[config.mk]
export PLATFORM = sky130hd
export DESIGN_NAME = regfile_wb_arbiter
export DESIGN_NICKNAME = d
export VERILOG_FILES = /design/src/rtl/regfile_wb_arbiter.sv
export SDC_FILE = /design/constraint.sdc
export NUM_CORES = 1
export LEC_CHECK = 0
export BUFFER_PORTS_ARGS = -buffer_cell sky130_fd_sc_hd__buf_2
export CORE_ASPECT_RATIO = 1.2
export CORE_MARGIN = 2
export CORE_UTILIZATION = 40
export CTS_BUF_LIST = sky130_fd_sc_hd__clkbuf_16
export CTS_CLUSTER_SIZE = 16
export DETAILED_ROUTE_END_ITERATION = 8
export PLACE_DENSITY = 0.83
export SYNTH_ARGS = -nofsm -noshare
export SYNTH_HDL_FRONTEND = slang
export SYNTH_SLANG_ARGS = --single-unit
[constraint.sdc]
create_clock -name clock -period 2.9 [get_ports clock]
set_input_delay 0.58 -clock clock [delete_from_list [all_inputs] [get_ports clock]]
set_output_delay 0.58 -clock clock [all_outputs]
set_load 0.03 [all_outputs]
[src/rtl/regfile_wb_arbiter.sv]
// Round-robin write-back arbiter sharing the register file's single write port
// among ALU (0), load unit (1) and mul/div unit (2), with a registered output stage.
module regfile_wb_arbiter #(
  parameter int DATA_W = 32,
  parameter int ADDR_W = 5
) (
  input  logic              clock,
  input  logic              reset,
  input  logic              hold,
  input  logic [2:0]        req_valid,
  input  logic [ADDR_W-1:0] req_addr0,
  input  logic [ADDR_W-1:0] req_addr1,
  input  logic [ADDR_W-1:0] req_addr2,
  input  logic [DATA_W-1:0] req_data0,
  input  logic [DATA_W-1:0] req_data1,
  input  logic [DATA_W-1:0] req_data2,
  output logic [2:0]        req_ready,
  output logic              RegWrite,
  output logic [ADDR_W-1:0] WriteAddr,
  output logic [DATA_W-1:0] WriteData,
  output logic [1:0]        grant_id,
  output logic [7:0]        zero_drops
);

  logic [1:0]        r_ptr;
  logic              r_regWrite;
  logic [ADDR_W-1:0] r_writeAddr;
  logic [DATA_W-1:0] r_writeData;
  logic [1:0]        r_grantId;
  logic [7:0]        r_zeroDrops;

  logic              w_any;
  logic [1:0]        w_gid;
  logic [ADDR_W-1:0] w_addr;
  logic [DATA_W-1:0] w_data;

  // Reset gates the grant so no requester sees ready while reset is asserted.
  assign w_any = reset & ~hold & (|req_valid);

  always_comb begin
    w_gid = 2'd0;
    case (r_ptr)
      2'd1: begin
        if (req_valid[1])      w_gid = 2'd1;
        else if (req_valid[2]) w_gid = 2'd2;
        else                   w_gid = 2'd0;
      end
      2'd2: begin
        if (req_valid[2])      w_gid = 2'd2;
        else if (req_valid[0]) w_gid = 2'd0;
        else                   w_gid = 2'd1;
      end
      default: begin
        if (req_valid[0])      w_gid = 2'd0;
        else if (req_valid[1]) w_gid = 2'd1;
        else                   w_gid = 2'd2;
      end
    endcase
  end

  always_comb begin
    w_addr = req_addr0;
    w_data = req_data0;
    case (w_gid)
      2'd1: begin
        w_addr = req_addr1;
        w_data = req_data1;
      end
      2'd2: begin
        w_addr = req_addr2;
        w_data = req_data2;
      end
      default: begin
        w_addr = req_addr0;
        w_data = req_data0;
      end
    endcase
  end

  assign req_ready = w_any ? (3'b001 << w_gid) : 3'b000;

  // Writes to $zero are accepted but only counted, never committed.
  always_ff @(posedge clock or negedge reset) begin
    if (!reset) begin
      r_ptr       <= 2'd0;
      r_regWrite  <= 1'b0;
      r_writeAddr <= '0;
      r_writeData <= '0;
      r_grantId   <= 2'd0;
      r_zeroDrops <= 8'd0;
    end else begin
      r_regWrite <= 1'b0;
      if (w_any) begin
        r_ptr <= (w_gid == 2'd2) ? 2'd0 : w_gid + 2'd1;
        if (w_addr != '0) begin
          r_regWrite  <= 1'b1;
          r_writeAddr <= w_addr;
          r_writeData <= w_data;
          r_grantId   <= w_gid;
        end else if (r_zeroDrops != 8'hFF) begin
          r_zeroDrops <= r_zeroDrops + 8'd1;
        end
      end
    end
  end

  assign RegWrite   = r_regWrite;
  assign WriteAddr  = r_writeAddr;
  assign WriteData  = r_writeData;
  assign grant_id   = r_grantId;
  assign zero_drops = r_zeroDrops;

endmodule

==> summary.md, run 1 <==
| Metric | Value |
|---|---|
| Status | completed |
| Clock tree buffer depth | 2 |
| Fin area | 0.00440 mm² |
| DP Worst Slack | -67.8 ps |
| Syn nets | 407 |
| Final Core Density | 60.5% |
| Multi-input gate area | 0.00172 mm² |
| Cell Area, Synth | 0.00301 mm² |
| Clock Sinks | 50 |
| Synth top area share | 41.5% |
| Drt first-iter violations | 71 |
| Async SR Flop Fraction | 100% |
| Syn Area/Cell | 10.7 µm² |
| Pwr Total | 5.44 mW |
| Routability Congestion | 0.847 |
| Critical path peak fanout | 18 |
| WL per Instance | 16.0 µm |
| Worst VDD drop | 996 µV |
| YS warnings | 0 |
| H-tree depth | 2 |
| Crit path DAT | 3060 ps |
| Ys flop type | dfrtp_1 |
| Post-DP HPWL | 6.42 mm |
| Dpl cell area | 0.00402 mm² |
| Initial Utilization | 41.4% |
| Nets | 589 |
| Dpl cells | 539 |
| Final Non-Filler Cells | 555 |
| Initial antenna violation count | 0 |
| Drt via density | 5.23 |
| Area growth, synth to finish | 46.0% |
| Fill count | 597 |
| Final hold slack | 485 ps |
| Synth area leaders | dfrtp_1 42%, mux2_4 17%, a22oi_1 8.0% |
| Ports | 168 |
| Power per Cell Area | 1240 mW/mm² |
| Vias | 2905 |
| CTS Hold Buffers Added | 0 |
| Worst slew pin tran | 628 ps |
| Full die area | 0.00825 mm² |
| Input/output buffers | 167 |
| Seq/Total Area, Yosys | 41.5% |
| Period utilisation layout | 99.9% |
| Max Cap Viol | 0 |
| Largest net degree at the start of global routing | 51 |
| Num CTS Buffers | 5 |
| Post-route minimum period | 2900 ps |
| GR Util All Layers | 21.0% |
| Root Buffer | clkbuf_16 |
| Vias in the first global route | 3036 |
| Clock Skew | 4.32 ps |
| Setup ws final | 3.09 ps |
| CP Class | flop to flop |
| Synth cell types | 33 |
| Critical path required time | 3070 ps |
| Fmax | 345 MHz |
| Num rows | 34 |
| Die W | 83.2 µm |
| Synthesis-stage register bit count | 50 |
| DRT Wirelength | 8.90 mm |
| Initial DRT Pass Iterations | 4 |
| Post-synth EDFFs | 0 |
| Count leader, synth | dfrtp_1 |
| Global-route wire length before repair | 14.1 mm |
| Cells after Synth | 282 |
| Slew HR | 58.1% |
| CTS clk-pin slew, worst paths | 60 ps |
| Setup TNS | 0 ps |
| Core area | 0.00727 mm² |
| Worst-skew pair later-pin latency | 280 ps |
| Largest area contributor in the netlist | dfrtp_1 |
| Final Hold Viols | 0 |
| Max-slew violation count | 0 |
| ANT cells | 0 |
| Total gr overflow | 0 |
| Top cells by count, synth | 50 x dfrtp_1, 35 x nor2_1, 34 x mux2_4, 33 x a21oi_1, 32 x a22oi_1 |
| RSZ-0062 raised after global routing | true |
| Final setup violating endpoints | 0 |
| CTS tree | built |
| Share of post-route cells with drive strength above 1 | 56.6% |
| Setup crit start kind | flop |
| Crit end category | flop |
| FF/Latch Area | 0.00125 mm² |
| Worst hold path type | primary input to async pin |
| Routed Antenna Nets | 0 |
| Vert. Die Dim | 99.1 µm |
| Leakage | 2.21 nW |
| DR DRC count | 0 |
worst max-delay path: stages, from the launching register on:
cell and delay, ps:
dfrtp_1 390, inv_2 90, ha_4 220, nor3b_2 190
a21oi_2 60, o22ai_2 180, inv_2 100, ha_4 360
mux2i_2 260, and3_4 250, a21oi_4 80, buf_12 150
buf_12 150, mux2_4 300
cell type report:
class | instances | share of cell area [%]
Timing Repair Buffer | 195 | 25.3
Clock inverter | 3 | 0.853
Tap cell | 90 | 2.56
Sequential cell | 50 | 28.4
Multi-Input combinational cell | 201 | 39.1
Inverter | 11 | 0.939
Clock buffer | 5 | 2.84
metal layers:
metal  vias to the layer above  part of all wire (%)  GRT usage, %
li1                       1380                     -             -
met1                      1404                    40          24.6
met2                       115                    53          39.6
met3                         6                   5.5          4.27
met4                         0                  0.74          4.16
met5                         -                     0             0
kinds of logic after synthesis:
family          count (synthesis)  synth area share (%)
compound gates                 83                  18.6
simple gates                   63                  9.55
flops                          50                  41.5
mux                            41                  19.9
buf+inv                        31                  5.40
fa+ha+maj                       8                  3.32
xor+xnor                        6                  1.74
where the power goes:
part           internal (mW)  leakage (nW)  switching [mW]
logic                   1.58          1.51            2.01
registers               1.01         0.615           0.202
clock network          0.401        0.0864           0.245
cell usage in the layout (no fill, tap or decap), types with 5 or more instances in the layout:
cell | netlist | routed
buf_4 | 0 | 23
a22oi_1 | 32 | 32
a22o_1 | 5 | 5
inv_1 | 11 | 10
clkbuf_16 | 0 | 5
nor2_1 | 35 | 34
nand2_1 | 6 | 6
a21oi_1 | 33 | 32
nand3_1 | 6 | 5
buf_2 | 1 | 167
dfrtp_1 | 50 | 50
xor2_1 | 6 | 6
o22ai_1 | 6 | 5
mux2_4 | 34 | 34
flip-flops by register name, indices dropped and copies added, names as in the netlist:
name,cells
zero_drops,8
RegWrite,1
grant_id,2
WriteData,32
WriteAddr,5
r_ptr,2
path summary, 6_finish.rpt:
path | from | end | slack, ps | cells past startpoint
worst max-delay path | r_ptr[0] | WriteData[28] | 3 | 13
worst min-delay path | reset | r_ptr[0] | 480 | 2
worst max register to register | r_ptr[0] | WriteData[28] | 3 | 13
worst min register to register | WriteData[13] | WriteData[13] | 510 | 1
max in group asynchronous | reset | WriteData[22] | 2000 | 2
min in group clock | WriteData[13] | WriteData[13] | 510 | 1
timing repair:
action,in CTS,in global routing
pin swaps,3,4
setup endpoints to repair,37,41
setup buffers,5,2
resized for setup,11,15
cloned,1,0
Power figures use the tool's default switching activity.
==> inputs of run 2 (changes only) <==
CORE_UTILIZATION = 42   (was 40)
CTS_BUF_LIST = sky130_fd_sc_hd__clkbuf_2   (was sky130_fd_sc_hd__clkbuf_16)
PLACE_DENSITY = 0.87   (was 0.83)
==> summary.md, run 2 (same netlist as run 1, synthesis figures left out) <==
| Metric | Value |
|---|---|
| Routed Antenna Nets | 0 (unchanged) |
| Most frequent cells in the layout | 164 x buf_2, 50 x dfrtp_1, 36 x buf_4 (was 167 x buf_2, 50 x dfrtp_1, 34 x nor2_1, 34 x mux2_4) |
| Max Cap Viol | 0 (unchanged) |
| Worst slew pin tran | 640 ps (was 628 ps) |
| Reg2reg end | WriteData[15] (was WriteData[28]) |
| RSZ-0062 raised after global routing | true (unchanged) |
| Setup ws final | -119 ps (was 3.09 ps) |
| Power per Cell Area | 1240 mW/mm² (about the same) |
| Clock tree buffer depth | 2 (unchanged) |
| Post-DP HPWL | 6.14 mm (was 6.42 mm) |
| Initial DRT Pass Iterations | 4 (unchanged) |
| Worst VDD drop | 725 µV (was 996 µV) |
| Vias in the first global route | 2919 (was 3036) |
| Full die area | 0.00787 mm² (was 0.00825 mm²) |
| GR Util All Layers | 22.8% (was 21.0%) |
| Share of post-route cells with drive strength above 1 | 59.3% (was 56.6%) |
| Reg2reg start | r_ptr[0] (unchanged) |
| Dpl cells | 534 (was 539) |
| H-tree depth | 2 (unchanged) |
| CTS tree | built (unchanged) |
| Clock Sinks | 50 (unchanged) |
| Failing checks | setup timing |
| DR DRC count | 0 (unchanged) |
| Fill count | 544 (was 597) |
| Switching share of power | 45.0% (was 45.1%) |
| Pwr Total | 5.72 mW (was 5.44 mW) |
| Fmax | 331 MHz (was 345 MHz) |
| Crit path DAT | 3370 ps (was 3060 ps) |
| Critical path launch point | r_ptr[0] (unchanged) |
| Max reg flops | 32 (unchanged) |
| Crit end category | flop (unchanged) |
| Worst path bufs/invs | 4 (unchanged) |
| Slowest stage delay, CP | 450 ps (was 390 ps) |
| Critical path depth | 14 (was 13) |
| Root Buffer | clkbuf_2 (was clkbuf_16) |
| Ports | 168 (unchanged) |
| Final setup violating endpoints | 39 (was 0) |
| Leakage | 2.32 nW (was 2.21 nW) |
| Worst hold path type | primary input to async pin (unchanged) |
| DRT Wirelength | 9.67 mm (was 8.90 mm) |
| Period utilisation layout | 104% (was 99.9%) |
| Global-route wire length before repair | 13.9 mm (was 14.1 mm) |
| Status | finished with violations (was completed) |
| Critical path required time | 3250 ps (was 3070 ps) |
| Nets | 608 (was 589) |
| NetSw | 2.57 mW (was 2.46 mW) |
| Commonest non-fill, non-tap cell in the layout | buf_2 (unchanged) |
| WL per Instance | 16.9 µm (was 16.0 µm) |
| Final Hold Viols | 0 (unchanged) |
| Most used cell, CP | buf_4 |
| Total gr overflow | 0 (unchanged) |
| CTS Hold Buffers Added | 0 (unchanged) |
| Max-slew violation count | 0 (unchanged) |
| Critical path peak fanout | 9 (was 18) |
| CTS clk-pin slew, worst paths | 270 ps (was 60 ps) |
| Crit-path slowest cell | dfrtp_1 (unchanged) |
| Input/output buffers | 167 (unchanged) |
| R2R Setup Slk | -120 ps (was 3 ps) |
| Worst-skew pair later-pin latency | 440 ps (was 280 ps) |
| Crit-path cells | buf_4 > ha_1 > nor2b_1 > o21ai_1 > o21ai_2 > buf_4 > ha_4 > a22o_1 > mux2i_4 > and3_4 > a21oi_4 > buf_12 > clkbuf_16 > mux2_4 (was inv_2 > ha_4 > nor3b_2 > a21oi_2 > o22ai_2 > inv_2 > ha_4 > mux2i_2 > and3_4 > a21oi_4 > buf_12 > buf_12 > mux2_4) |
| FF-to-FF path depth | 14 (was 13) |
| CP delay by family, top | compound AO/OA/AOI/OAI gates (was adder cells) |
| Combinational fraction of design power | 70.7% (was 65.9%) |
| Core area | 0.00690 mm² (was 0.00727 mm²) |
| Initial Utilization | 43.7% (was 41.4%) |
| Slew HR | 57.4% (was 58.1%) |
| Clock Skew | 12.4 ps (was 4.32 ps) |
| Crit path to | WriteData[15] (was WriteData[28]) |
| Drt first-iter violations | 120 (was 71) |
| Drt via density | 5.23 (about the same) |
| CP Class | flop to flop (unchanged) |
| Num CTS Buffers | 5 (unchanged) |
| Die W | 81.3 µm (was 83.2 µm) |
| Internal power | 3.15 mW (was 2.99 mW) |
| Routability Congestion | 0.853 (was 0.847) |
| Area growth, synth to finish | 53.2% (was 46.0%) |
| Final Non-Filler Cells | 573 (was 555) |
| Vias | 2997 (was 2905) |
| Clk pwr share | 8.2% (was 11.9%) |
| Initial antenna violation count | 2 (was 0) |
| Num rows | 33 (was 34) |
| Post-route minimum period | 3020 ps (was 2900 ps) |
| Sequential power share | 21.1% (was 22.3%) |
| Vert. Die Dim | 96.8 µm (was 99.1 µm) |
| Setup crit start kind | flop (unchanged) |
| Largest net degree at the start of global routing | 65 (was 51) |
[run 2: final cells by class]
class	count	area, µm²	share of cell area, %
multi-input combinational	201	1750	38.0
timing repair buffer	214	1360	29.5
sequential	50	1250	27.1
tap	87	109	2.36
clock inverter	3	68.8	1.49
inverter	11	41.3	0.895
clock buffer	5	25.0	0.542
antenna	2	5.00	0.108
[run 2: worst min path at each step]
stage,startpoint,end,slack [ps],cells past startpoint
3_3_place_gp,WriteData[12],WriteData[12],490,1
4_1_cts,reset,WriteAddr[3],270,2
5_1_grt,reset,WriteData[12],270,2
6_report,reset,WriteAddr[3],250,2
2_1_floorplan,reset,RegWrite,280,0
3_5_place_dp,WriteData[21],WriteData[21],490,1
[run 2: worst register-to-register path, stage by stage (launching register included)]
cell	delay, ps
dfrtp_1	450
buf_4	140
ha_1	200
nor2b_1	140
o21ai_1	170
o21ai_2	110
buf_4	150
ha_4	190
a22o_1	290
mux2i_4	190
and3_4	230
a21oi_4	60
buf_12	160
clkbuf_16	170
mux2_4	290
[run 2: power groups by stage]
stage	logic [mW]	clock network (mW)	registers [mW]
2_1_floorplan	1.83	0	1.77
3_3_place_gp	3.11	0	1.20
3_5_place_dp	3.24	0	1.20
4_1_cts	3.63	0.478	1.20
5_1_grt	4.34	0.502	1.24
6_report	4.05	0.469	1.21
[run 2: stage by stage]
stage               setup slack [ps]  hold slack, ps  setup TNS [ps]  area [µm²]  utilization, %
finish                          -119             248           -3580        4610            66.9
global route                    -234             268           -8830        4610            66.8
CTS                            -43.7             270           -1180        4330            62.8
detailed placement              -162             487           -5740        4010            58.1
global placement                21.3             495               0        4010            58.1
floorplan                       17.6             284               0        3020               -
[run 2: metal layers]
| metal | global-route usage, % | routed length [µm] |
|---|---|---|
| met4 | 7.04 | 143 |
| met1 | 25.7 | 3720 |
| met2 | 41.3 | 5160 |
| met3 | 5.13 | 645 |
| met5 | 0 | 0 |
[run 2: timing repair]
action,4_1_cts,5_1_grt
setup endpoints to repair,50,50
resized for setup,26,19
cloned,2,2
setup buffers,8,18
pin swaps,2,5
